==> src/rtl/monolith_axis_chunk_streamer_pkg.sv <==
// Shared types, width helper and statistics counter widths for the Monolith chunk streamer.
package monolith_axis_pkg;

   typedef enum logic {OUT_EMPTY, OUT_FULL} out_state_t;

   localparam int DROP_COUNT_W  = 16;
   localparam int STALL_COUNT_W = 32;

   // Index width for a counter over n positions; never narrower than one bit.
   function automatic int idx_width(input int n);
      return (n > 1) ? $clog2(n) : 1;
   endfunction

endpackage

==> src/rtl/monolith_axis_chunk_streamer_if.sv <==
// AXI4-Stream bundle between the chunk streamer and the DMA S2MM channel.
interface monolith_axis_chunk_streamer_if #(
   parameter int TDATA_WIDTH = 32
);
   logic                     tvalid;
   logic [TDATA_WIDTH-1:0]   tdata;
   logic [TDATA_WIDTH/8-1:0] tstrb;
   logic                     tlast;
   logic                     tready;

   modport master (output tvalid, tdata, tstrb, tlast, input tready);
   modport slave  (input tvalid, tdata, tstrb, tlast, output tready);
endinterface

==> src/rtl/monolith_axis_chunk_streamer_out_reg.sv <==
// Registered AXIS output stage: holds one beat and tracks whether it is valid.
module monolith_axis_out_reg
   import monolith_axis_pkg::*;
#(
   parameter int TDATA_WIDTH = 32
) (
   input  logic                   clk,
   input  logic                   rst,
   input  logic                   flush,
   input  logic                   load,
   input  logic [TDATA_WIDTH-1:0] load_data,
   input  logic                   load_last,
   input  logic                   tready,
   output logic                   tvalid,
   output logic [TDATA_WIDTH-1:0] tdata,
   output logic                   tlast
);

   out_state_t state, state_next;

   always_ff @(posedge clk or posedge rst) begin
      if (rst) begin
         state <= OUT_EMPTY;
      end else begin
         state <= state_next;
      end
   end

   // A consumed beat with nothing behind it empties the stage; flush always wins.
   always_comb begin
      state_next = state;
      case (state)
         OUT_EMPTY: if (load) state_next = OUT_FULL;
         OUT_FULL:  if (tready && !load) state_next = OUT_EMPTY;
      endcase
      if (flush) state_next = OUT_EMPTY;
   end

   always_ff @(posedge clk or posedge rst) begin
      if (rst) begin
         tdata <= '0;
         tlast <= 1'b0;
      end else if (flush) begin
         tlast <= 1'b0;
      end else if (load) begin
         tdata <= load_data;
         tlast <= load_last;
      end
   end

   assign tvalid = (state == OUT_FULL);

endmodule

==> src/rtl/monolith_axis_chunk_streamer.sv <==
// Chunk ring that serialises whole chunks into TLAST-framed AXIS packets.
// Define MONOLITH_AXIS_STATS_EN to add the drop_count/stall_count statistics outputs.
module monolith_axis_chunk_streamer
   import monolith_axis_pkg::*;
#(
   parameter int CHUNK_WORDS   = 16,
   parameter int CHUNK_COUNT   = 4,
   parameter int TDATA_WIDTH   = 32,
   parameter int PACKET_CHUNKS = 1
) (
   input  logic                               M_AXIS_ACLK,
   input  logic                               M_AXIS_ARESET,
   input  logic                               chunk_wr_strobe,
   input  logic [TDATA_WIDTH-1:0]             chunk_in [CHUNK_WORDS],
   output logic                               chunk_full,
   output logic [$clog2(CHUNK_COUNT+1)-1:0]   chunk_free,
   input  logic                               flush,
`ifdef MONOLITH_AXIS_STATS_EN
   output logic [DROP_COUNT_W-1:0]            drop_count,
   output logic [STALL_COUNT_W-1:0]           stall_count,
`endif
   monolith_axis_chunk_streamer_if.master     m_axis
);

   localparam int CHUNK_IDX_W = idx_width(CHUNK_COUNT);
   localparam int WORD_IDX_W  = idx_width(CHUNK_WORDS);
   localparam int PKT_IDX_W   = idx_width(PACKET_CHUNKS);
   localparam int OCC_W       = $clog2(CHUNK_COUNT + 1);

   typedef logic [CHUNK_IDX_W-1:0] chunk_idx_t;
   typedef logic [WORD_IDX_W-1:0]  word_idx_t;
   typedef logic [PKT_IDX_W-1:0]   pkt_idx_t;
   typedef logic [OCC_W-1:0]       occ_t;

   localparam chunk_idx_t LAST_CHUNK = chunk_idx_t'(CHUNK_COUNT - 1);
   localparam word_idx_t  LAST_WORD  = word_idx_t'(CHUNK_WORDS - 1);
   localparam pkt_idx_t   LAST_PKT   = pkt_idx_t'(PACKET_CHUNKS - 1);
   localparam occ_t       FULL_OCC   = occ_t'(CHUNK_COUNT);

   logic [TDATA_WIDTH-1:0] mem [CHUNK_COUNT][CHUNK_WORDS];

   chunk_idx_t wr_chunk, rd_chunk;
   word_idx_t  rd_word;
   pkt_idx_t   pkt_cnt;
   occ_t       occupancy;

   logic accept, load, retire, word_is_last, load_last;
   logic [TDATA_WIDTH-1:0] load_data;

   assign chunk_full   = (occupancy == FULL_OCC);
   assign chunk_free   = FULL_OCC - occupancy;
   assign accept       = chunk_wr_strobe && !chunk_full && !flush;
   assign load         = (!m_axis.tvalid || m_axis.tready) && (occupancy != '0) && !flush;
   assign word_is_last = (rd_word == LAST_WORD);
   assign retire       = load && word_is_last;
   assign load_last    = word_is_last && (pkt_cnt == LAST_PKT);
   assign load_data    = mem[rd_chunk][rd_word];

   // Storage is deliberately left unreset; occupancy alone says what is valid.
   always_ff @(posedge M_AXIS_ACLK) begin
      if (accept) mem[wr_chunk] <= chunk_in;
   end

   always_ff @(posedge M_AXIS_ACLK or posedge M_AXIS_ARESET) begin
      if (M_AXIS_ARESET) begin
         wr_chunk  <= '0;
         rd_chunk  <= '0;
         rd_word   <= '0;
         pkt_cnt   <= '0;
         occupancy <= '0;
      end else if (flush) begin
         wr_chunk  <= '0;
         rd_chunk  <= '0;
         rd_word   <= '0;
         pkt_cnt   <= '0;
         occupancy <= '0;
      end else begin
         if (accept) wr_chunk <= (wr_chunk == LAST_CHUNK) ? '0 : wr_chunk + 1'b1;
         if (load) begin
            if (word_is_last) begin
               rd_word  <= '0;
               rd_chunk <= (rd_chunk == LAST_CHUNK) ? '0 : rd_chunk + 1'b1;
               pkt_cnt  <= (pkt_cnt == LAST_PKT) ? '0 : pkt_cnt + 1'b1;
            end else begin
               rd_word <= rd_word + 1'b1;
            end
         end
         // Accept and retire in the same edge cancel out.
         case ({accept, retire})
            2'b10:   occupancy <= occupancy + 1'b1;
            2'b01:   occupancy <= occupancy - 1'b1;
            default: occupancy <= occupancy;
         endcase
      end
   end

   monolith_axis_out_reg #(
      .TDATA_WIDTH(TDATA_WIDTH)
   ) u_out_reg (
      .clk       (M_AXIS_ACLK),
      .rst       (M_AXIS_ARESET),
      .flush     (flush),
      .load      (load),
      .load_data (load_data),
      .load_last (load_last),
      .tready    (m_axis.tready),
      .tvalid    (m_axis.tvalid),
      .tdata     (m_axis.tdata),
      .tlast     (m_axis.tlast)
   );

   assign m_axis.tstrb = '1;

`ifdef MONOLITH_AXIS_STATS_EN
   // Drops saturate so a long overload stays visible; stalls wrap freely.
   always_ff @(posedge M_AXIS_ACLK or posedge M_AXIS_ARESET) begin
      if (M_AXIS_ARESET) begin
         drop_count  <= '0;
         stall_count <= '0;
      end else if (flush) begin
         drop_count  <= '0;
         stall_count <= '0;
      end else begin
         if (chunk_wr_strobe && chunk_full && (drop_count != '1)) drop_count <= drop_count + 1'b1;
         if (m_axis.tvalid && !m_axis.tready) stall_count <= stall_count + 1'b1;
      end
   end
`endif

endmodule

==> src/flat_wrapper.sv <==
// flat-port wrapper written by rule: the top's interface ports become plain ports
module monolith_axis_chunk_streamer_flat import monolith_axis_pkg::*;
#(
   parameter int CHUNK_WORDS   = 16,
   parameter int CHUNK_COUNT   = 4,
   parameter int TDATA_WIDTH   = 32,
   parameter int PACKET_CHUNKS = 1
)
  (M_AXIS_ACLK, M_AXIS_ARESET, chunk_wr_strobe, chunk_in, chunk_full, chunk_free, flush, m_axis_tvalid, m_axis_tdata, m_axis_tstrb, m_axis_tlast, m_axis_tready);
  monolith_axis_chunk_streamer_if #(.TDATA_WIDTH(TDATA_WIDTH)) m_axis_i ();
  input  logic M_AXIS_ACLK;
  input  logic M_AXIS_ARESET;
  input  logic chunk_wr_strobe;
  input  logic [TDATA_WIDTH-1:0] chunk_in[CHUNK_WORDS];
  output logic chunk_full;
  output logic [$clog2(CHUNK_COUNT+1)-1:0] chunk_free;
  input  logic flush;
  output wire logic [$bits(m_axis_i.tvalid)-1:0] m_axis_tvalid;
  output wire logic [$bits(m_axis_i.tdata)-1:0] m_axis_tdata;
  output wire logic [$bits(m_axis_i.tstrb)-1:0] m_axis_tstrb;
  output wire logic [$bits(m_axis_i.tlast)-1:0] m_axis_tlast;
  input wire logic [$bits(m_axis_i.tready)-1:0] m_axis_tready;
  assign m_axis_tvalid = m_axis_i.tvalid;
  assign m_axis_tdata = m_axis_i.tdata;
  assign m_axis_tstrb = m_axis_i.tstrb;
  assign m_axis_tlast = m_axis_i.tlast;
  assign m_axis_i.tready = m_axis_tready;
  monolith_axis_chunk_streamer #(.CHUNK_WORDS(CHUNK_WORDS), .CHUNK_COUNT(CHUNK_COUNT), .TDATA_WIDTH(TDATA_WIDTH), .PACKET_CHUNKS(PACKET_CHUNKS)) u_core (.M_AXIS_ACLK(M_AXIS_ACLK), .M_AXIS_ARESET(M_AXIS_ARESET), .chunk_wr_strobe(chunk_wr_strobe), .chunk_in(chunk_in), .chunk_full(chunk_full), .chunk_free(chunk_free), .flush(flush), .m_axis(m_axis_i));
endmodule
==> config.mk <==
export PLATFORM = sky130hd
export DESIGN_NAME = monolith_axis_chunk_streamer_flat
export DESIGN_NICKNAME = d
export VERILOG_FILES = /design/src/rtl/monolith_axis_chunk_streamer_pkg.sv /design/src/rtl/monolith_axis_chunk_streamer_if.sv /design/src/rtl/monolith_axis_chunk_streamer_out_reg.sv /design/src/rtl/monolith_axis_chunk_streamer.sv /design/src/flat_wrapper.sv
export SDC_FILE = /design/constraint.sdc
export NUM_CORES = 2
export LEC_CHECK = 0
export CAP_MARGIN = 20
export CELL_PAD_IN_SITES_DETAIL_PLACEMENT = 1
export CELL_PAD_IN_SITES_GLOBAL_PLACEMENT = 1
export CORE_ASPECT_RATIO = 0.75
export CORE_MARGIN = 5
export CORE_UTILIZATION = 52
export DETAILED_ROUTE_END_ITERATION = 8
export HOLD_SLACK_MARGIN = 0.08
export PLACE_DENSITY_LB_ADDON = 0.2
export SYNTH_ARGS = -nofsm -noshare
export SYNTH_HDL_FRONTEND = slang
export SYNTH_SLANG_ARGS = --single-unit
==> constraint.sdc <==
create_clock -name M_AXIS_ACLK -period 15.37 [get_ports M_AXIS_ACLK]
set_input_delay 2.3055 -clock M_AXIS_ACLK [delete_from_list [all_inputs] [get_ports M_AXIS_ACLK]]
set_output_delay 2.3055 -clock M_AXIS_ACLK [all_outputs]
set_load 0.01 [all_outputs]
# Word-level counts from Yosys, hierarchy flattened
# Memory sizes are Yosys's and may differ from the RTL's.
# Cells that the tools add are included.
[word_totals]
register_bits = 46
ramBits = 2048
inputBits = 517
out_inout_bits = 42
elab_cells = 73
mem_count = 1
[mem_list]
columns = ["name", "words", "width", "read_ports", "rd_clocked_by_memory_dff", "write_ports", "line", "rtl"]
rows = [
  ["u_core.mem", 4, 512, 1, 0, 1, "monolith_axis_chunk_streamer.sv:40", "logic [TDATA_WIDTH-1:0] mem [CHUNK_COUNT][CHUNK_WORDS];"],
]
[classes]
addsub = 7
n_lt_le_gt_ge = 1
n_eq_ne = 6
muxes = 27
bitwise_logic = 4
n_reduce_logical = 19
[op_table]
columns = ["operator", "count"]
rows = [
  ["32-bit binary-select mux with 4-bit select", 1],
  ["32-bit 2-to-1 mux", 2],
  ["2-bit 2-to-1 mux", 7],
  ["4-bit 2-to-1 mux", 3],
  ["1-bit 2-to-1 mux", 11],
  ["1-bit logical AND", 7],
  ["2-bit == test, second input constant", 3],
  ["3-bit case mux with 2 select lines", 1],
  ["2-bit nonzero test", 3],
  ["3-bit nonzero test", 2],
  ["5-bit >= comparator, second input constant", 1],
  ["4-bit inverter with 5-bit output", 1],
  ["2-bit by 1-bit adder with 2-bit output, second input constant", 2],
  ["4-bit by 1-bit adder with 4-bit output, second input constant", 1],
  ["4-bit == test, second input constant", 1],
  ["1-bit logical NOT", 4],
  ["2-bit AND reduction", 2],
  ["3-bit by 1-bit adder with 3-bit output, second input constant", 1],
  ["3-bit == test, second input constant", 1],
  ["3-bit 2-to-1 mux", 1],
  ["1-bit inverter", 3],
  ["3-bit by 1-bit subtractor with 3-bit output, second input constant", 1],
  ["3-bit subtractor, first input constant", 1],
  ["2-bit by 1-bit == test with 1-bit output, second input constant", 1],
  ["3 further kinds", 3],
]

# Depth between registers and ports, before layout
[depth]
ltp_word = 9
mapped_depth = 12
depth_no_buf = 11

# Cells and area by module
# Synthesis repeated with hierarchy kept, for this count alone.
[unflattened]
cells_unflattened = 3530
area_unflattened_um2 = 79960.4
[modules_own_cells]
columns = ["mod", "instances", "cells_per_inst", "area_per_inst_um2", "seq_area_each_um2"]
rows = [
  ["monolith_axis_chunk_streamer", 1, 3453, 78519.1, 61774.2],
  ["monolith_axis_out_reg", 1, 77, 1441.4, 850.8],
]

# Worst setup path before layout
# Ideal clock, no wire load.
[synth_timing]
path_type = "input port to flip-flop"
startpoint = "input port chunk_wr_strobe"
endpoint = "memory u_core.mem[0][0] (netlist bit), enable pin"
setup_ns = 0.946
arrival_time_ns = 14.291
required_ns = 14.424
slack_ns = 0.133
cell_stages = 4
n_path_buf = 1
path_cell_list = "nand2b_1 > clkbuf_1 > nor2_1 > and2_1"
[synth_between]
elab_chain_cells = 4
[synth_lines]
columns = ["element", "line", "rtl"]
rows = [
  ["start: declaration", "flat_wrapper.sv:13", "input logic chunk_wr_strobe;"],
  ["1-bit logical AND (2 in a row)", "monolith_axis_chunk_streamer.sv:52", "assign accept = chunk_wr_strobe && !chunk_full && !flush;"],
  ["1-bit 2-to-1 mux", "monolith_axis_chunk_streamer.sv:61", "if (accept) mem[wr_chunk] <= chunk_in;"],
  ["1-bit 2-to-1 mux (implied by the code)", "monolith_axis_chunk_streamer.sv:61", ""],
  ["end: declaration", "monolith_axis_chunk_streamer.sv:40", ""],
]
# Every way passes these cells.

# Worst setup path in the final report
[layout_timing]
startpoint = "input port chunk_wr_strobe"
endpoint = "memory u_core.mem[0][55] (netlist bit), enable pin"
# The elaborated chain is that of the path after synthesis.

==> flow_metrics.py <==
metrics = {
    "power_and_ir_drop": {
        "pwr-share-comb_pct": 7.7,
        "p_clk_share_pct": 38.8,
        "power_density_nw_per_um2": 130,
        "power.internal_uw": 9480,
        "power_switching_uw": 2720,
        "peakVddDrop_v": 0.000130,
        "pwr-share-seq_pct": 53.6,
        "p_leak_uw": 0.0289,
        "swShare_pct": 22.3,
    },
    "logic_synthesis": {
        "synthCells": 3538,
        "synthDistinctLibCells": 56,
        "synth_top_flop_cell": "edfxtp_1",
        "synth_top_cell_area_share_pct": 77.0,
        "ys_async_sr_fraction_pct": 2.15,
        "avgSynthCellArea_sq_um": 22.6,
        "netlist_area_sq_um": 79900,
        "synth_warnings": 0,
        "yosysTopAreaCell": "edfxtp_1",
        "synthTopCellsByArea": "edfxtp_1, mux4_2, mux2i_1, dfrtp_1, o221ai_1",
        "ys_seq_elements": 2093,
        "ys_seq_area_share_pct": 78.4,
        "synth_edf_count": 2048,
    },
    "final_layout": {
        "final-seq-area_sq_um": 62600,
        "multi_input_area_sq_um": 16100,
        "final_net_count": 4686,
        "n_fill_cell": 12500,
        "area_growth_pct": 17.5,
        "finalInstanceArea_sq_um": 93800,
        "drive_above_1_share_pct": 19.4,
        "final_util_pct": 61.5,
    },
    "floorplan": {
        "initial_utilization_pct": 52.4,
        "die_h_microns": 349,
        "rows": 124,
        "io_pins": 559,
        "die_w_microns": 463,
        "core_sq_um": 153000,
        "die_area_sq_um": 162000,
    },
    "timing": {
        "hold_violations": 0,
        "hold_slack_ps": 518,
        "max_slew.worst_pin.slew_ps": 1160,
        "max_slew_margin_pct": 22.5,
        "fin_crit_sh_pct": 38.6,
        "final.min_clock_period_ps": 5930,
        "slew_violations": 0,
        "finalSetupViolCount": 0,
        "fin_skew_ps": 28.6,
        "setup_slack_ps": 9440,
        "rsz0062_at_grt": "no",
        "fmax_mhz": 169,
        "tns_ps": 0,
    },
    "global_routing": {
        "grt_max_degree": 146,
        "grt_pass1_vias": 41900,
        "grt_pass1_wl_microns": 311000,
        "use_met3_pct": 5.44,
        "grt-ovfl-total": 0,
        "antenna_found_initial": 72,
        "use_met2_pct": 44.6,
        "grt_most_used_layer": "met2",
        "grt_use_met1_pct": 36.1,
        "grt_use_total_pct": 26.9,
    },
    "job": {
        "drv_cap": 0,
    },
    "cts": {
        "clk_latency_ps": 840,
        "cts_num_sinks": 2093,
        "clk_pin_slew_worst_paths_ps": 60,
        "clock_path_buffers": 3,
        "cts_root_buf": "clkbuf_16",
        "cts_made_buffers": 192,
        "post_cts_buffers": 0,
        "cts_tree": "yes",
        "htreeDepth": 4,
        "ctsResizeCount": 0,
        "cts.hold.buffers_added": 0,
    },
    "drt": {
        "routed_wl_microns": 219000,
        "post_drt_wl_per_cell_microns": 34.3,
        "ant_nets": 0,
        "route.detailed.drc": 0,
        "vias": 40000,
        "drt_iter0_drc": 4287,
        "viasPerCell": 6.28,
        "drtPass1Iterations": 5,
    },
    "placement": {
        "place_ws_ps": 8510,
        "dp_hpwl_microns": 139000,
        "dpl_cell_area_sq_um": 87600,
        "numPortBuffers": 554,
        "gp_congestion": 0.779,
    },
    "setup_path": {
        "worst_ep_required_time_ps": 15800,
        "cp-start-kind": "input pin",
        "r2r_slack_ps": 10110,
        "endpoint_kind": "register",
        "arrival_ps": 6360,
        "rr_startpoint": "u_core.rd_chunk[0]",
        "cp_max_fo": 68,
        "path_class": "input pin to register",
        "startpoint": "chunk_wr_strobe",
    },
    "worst_hold_path": {
        "hold_start": "u_core.u_out_reg.tdata[11]",
        "worstHoldPathType": "register to register",
    },
    "status": {
        "outcome": "complete, no violations",
    },
}
sequential cells by signal (all words and copies together) (netlist names):
| signal | count |
|---|---|
| u_core.rd_word | 4 |
| u_core.u_out_reg.tdata | 32 |
| u_core.wr_chunk | 2 |
| u_core.mem | 2048 |
| u_core.rd_chunk | 2 |
| u_core.u_out_reg.tlast | 1 |
| u_core.u_out_reg.tvalid | 1 |
| u_core.occupancy | 3 |
layout by cell type, fill, tap and decap left out, types with 9 or more instances in the layout:
cell	n
a221o_1	21
a2111oi_0	11
nor2_1	25
o211ai_1	10
a211oi_1	14
clkbuf_16	196
a22oi_1	42
ha_1	9
diode_2	32
mux2i_1	211
buf_12	13
mux4_2	453
mux2_2	18
buf_4	55
clkinv_2	33
o22ai_1	26
o21ai_0	34
nand3_1	26
nand2_1	84
a21oi_1	74
dfrtp_1	40
o221ai_1	52
nor3_1	11
edfxtp_1	2048
clkbuf_1	38
a221oi_1	18
bufinv_16	17
clkinv_1	50
clkdlybuf4s50_1	554
metal layers:
layer / routed length [microns] / up-vias
li1: - / 16400
met1: 85800 / 21600
met2: 111000 / 1681
met3: 14900 / 332
met4: 6760 / 22
met5: 149 / -
power groups by stage:
stage	logic [uW]	clock network (uW)	registers (uW)
floorplan	366	0	6700
global placement	913	0	6650
CTS	942	4800	6540
finish	935	4730	6540
global route	977	5090	6550
detailed placement	935	0	6660
final timing paths:
check                                             end  depth (start not counted)
max in group asynchronous           u_core.rd_word[0]                          3
min in group asynchronous  u_core.u_out_reg.tdata[19]                          3
max reg2reg                 u_core.u_out_reg.tdata[8]                          8
min reg2reg                u_core.u_out_reg.tdata[11]                          1
max                                 u_core.mem[0][55]                          7
min                        u_core.u_out_reg.tdata[11]                          1
cell usage after synthesis (20+ instances only):
cell type,instances
a221o_1,21
o221ai_1,52
o22ai_1,26
nand2_1,85
buf_4,32
mux4_2,453
a21oi_1,74
clkbuf_1,72
buf_2,49
buf_1,20
edfxtp_1,2048
a22oi_1,42
nor2_1,30
mux2i_1,211
dfrtp_1,45
nand3_1,28
buf_6,25
o21ai_0,34
per-stage QoR:
stage	total power [uW]	std cells
CTS	12300	6332
finish	12200	6367
detailed placement	7590	5978
global placement	7560	5978
floorplan	7070	3541
global route	12600	6359
cell type report:
class / instances / area share [%]
Multi-Input combinational cell: 1238 / 17.2
Antenna cell: 32 / 0.0853
Sequential cell: 2093 / 66.8
Inverter: 10 / 0.0493
Clock buffer: 238 / 5.44
Tap cell: 2016 / 2.69
Clock inverter: 116 / 1.12
Timing Repair Buffer: 624 / 6.65
worst max-delay path, cell delays in order:
cell and delay, ps:
clkdlybuf4s50_1 450, nand2b_1 170, nor2_1 270, and2_4 580, buf_4 630, buf_4 900
buf_4 890
kinds of logic after synthesis:
logic type	count (synthesis)	synth area share, %
simple gates	195	1.11
other cells	1	0.00470
xor+xnor	5	0.0548
mux	682	15.7
buf+inv	210	1.49
fa+ha+maj	10	0.166
flops	2093	78.4
compound gates	342	3.08
No activity file was read; power rests on OpenSTA's default activity.
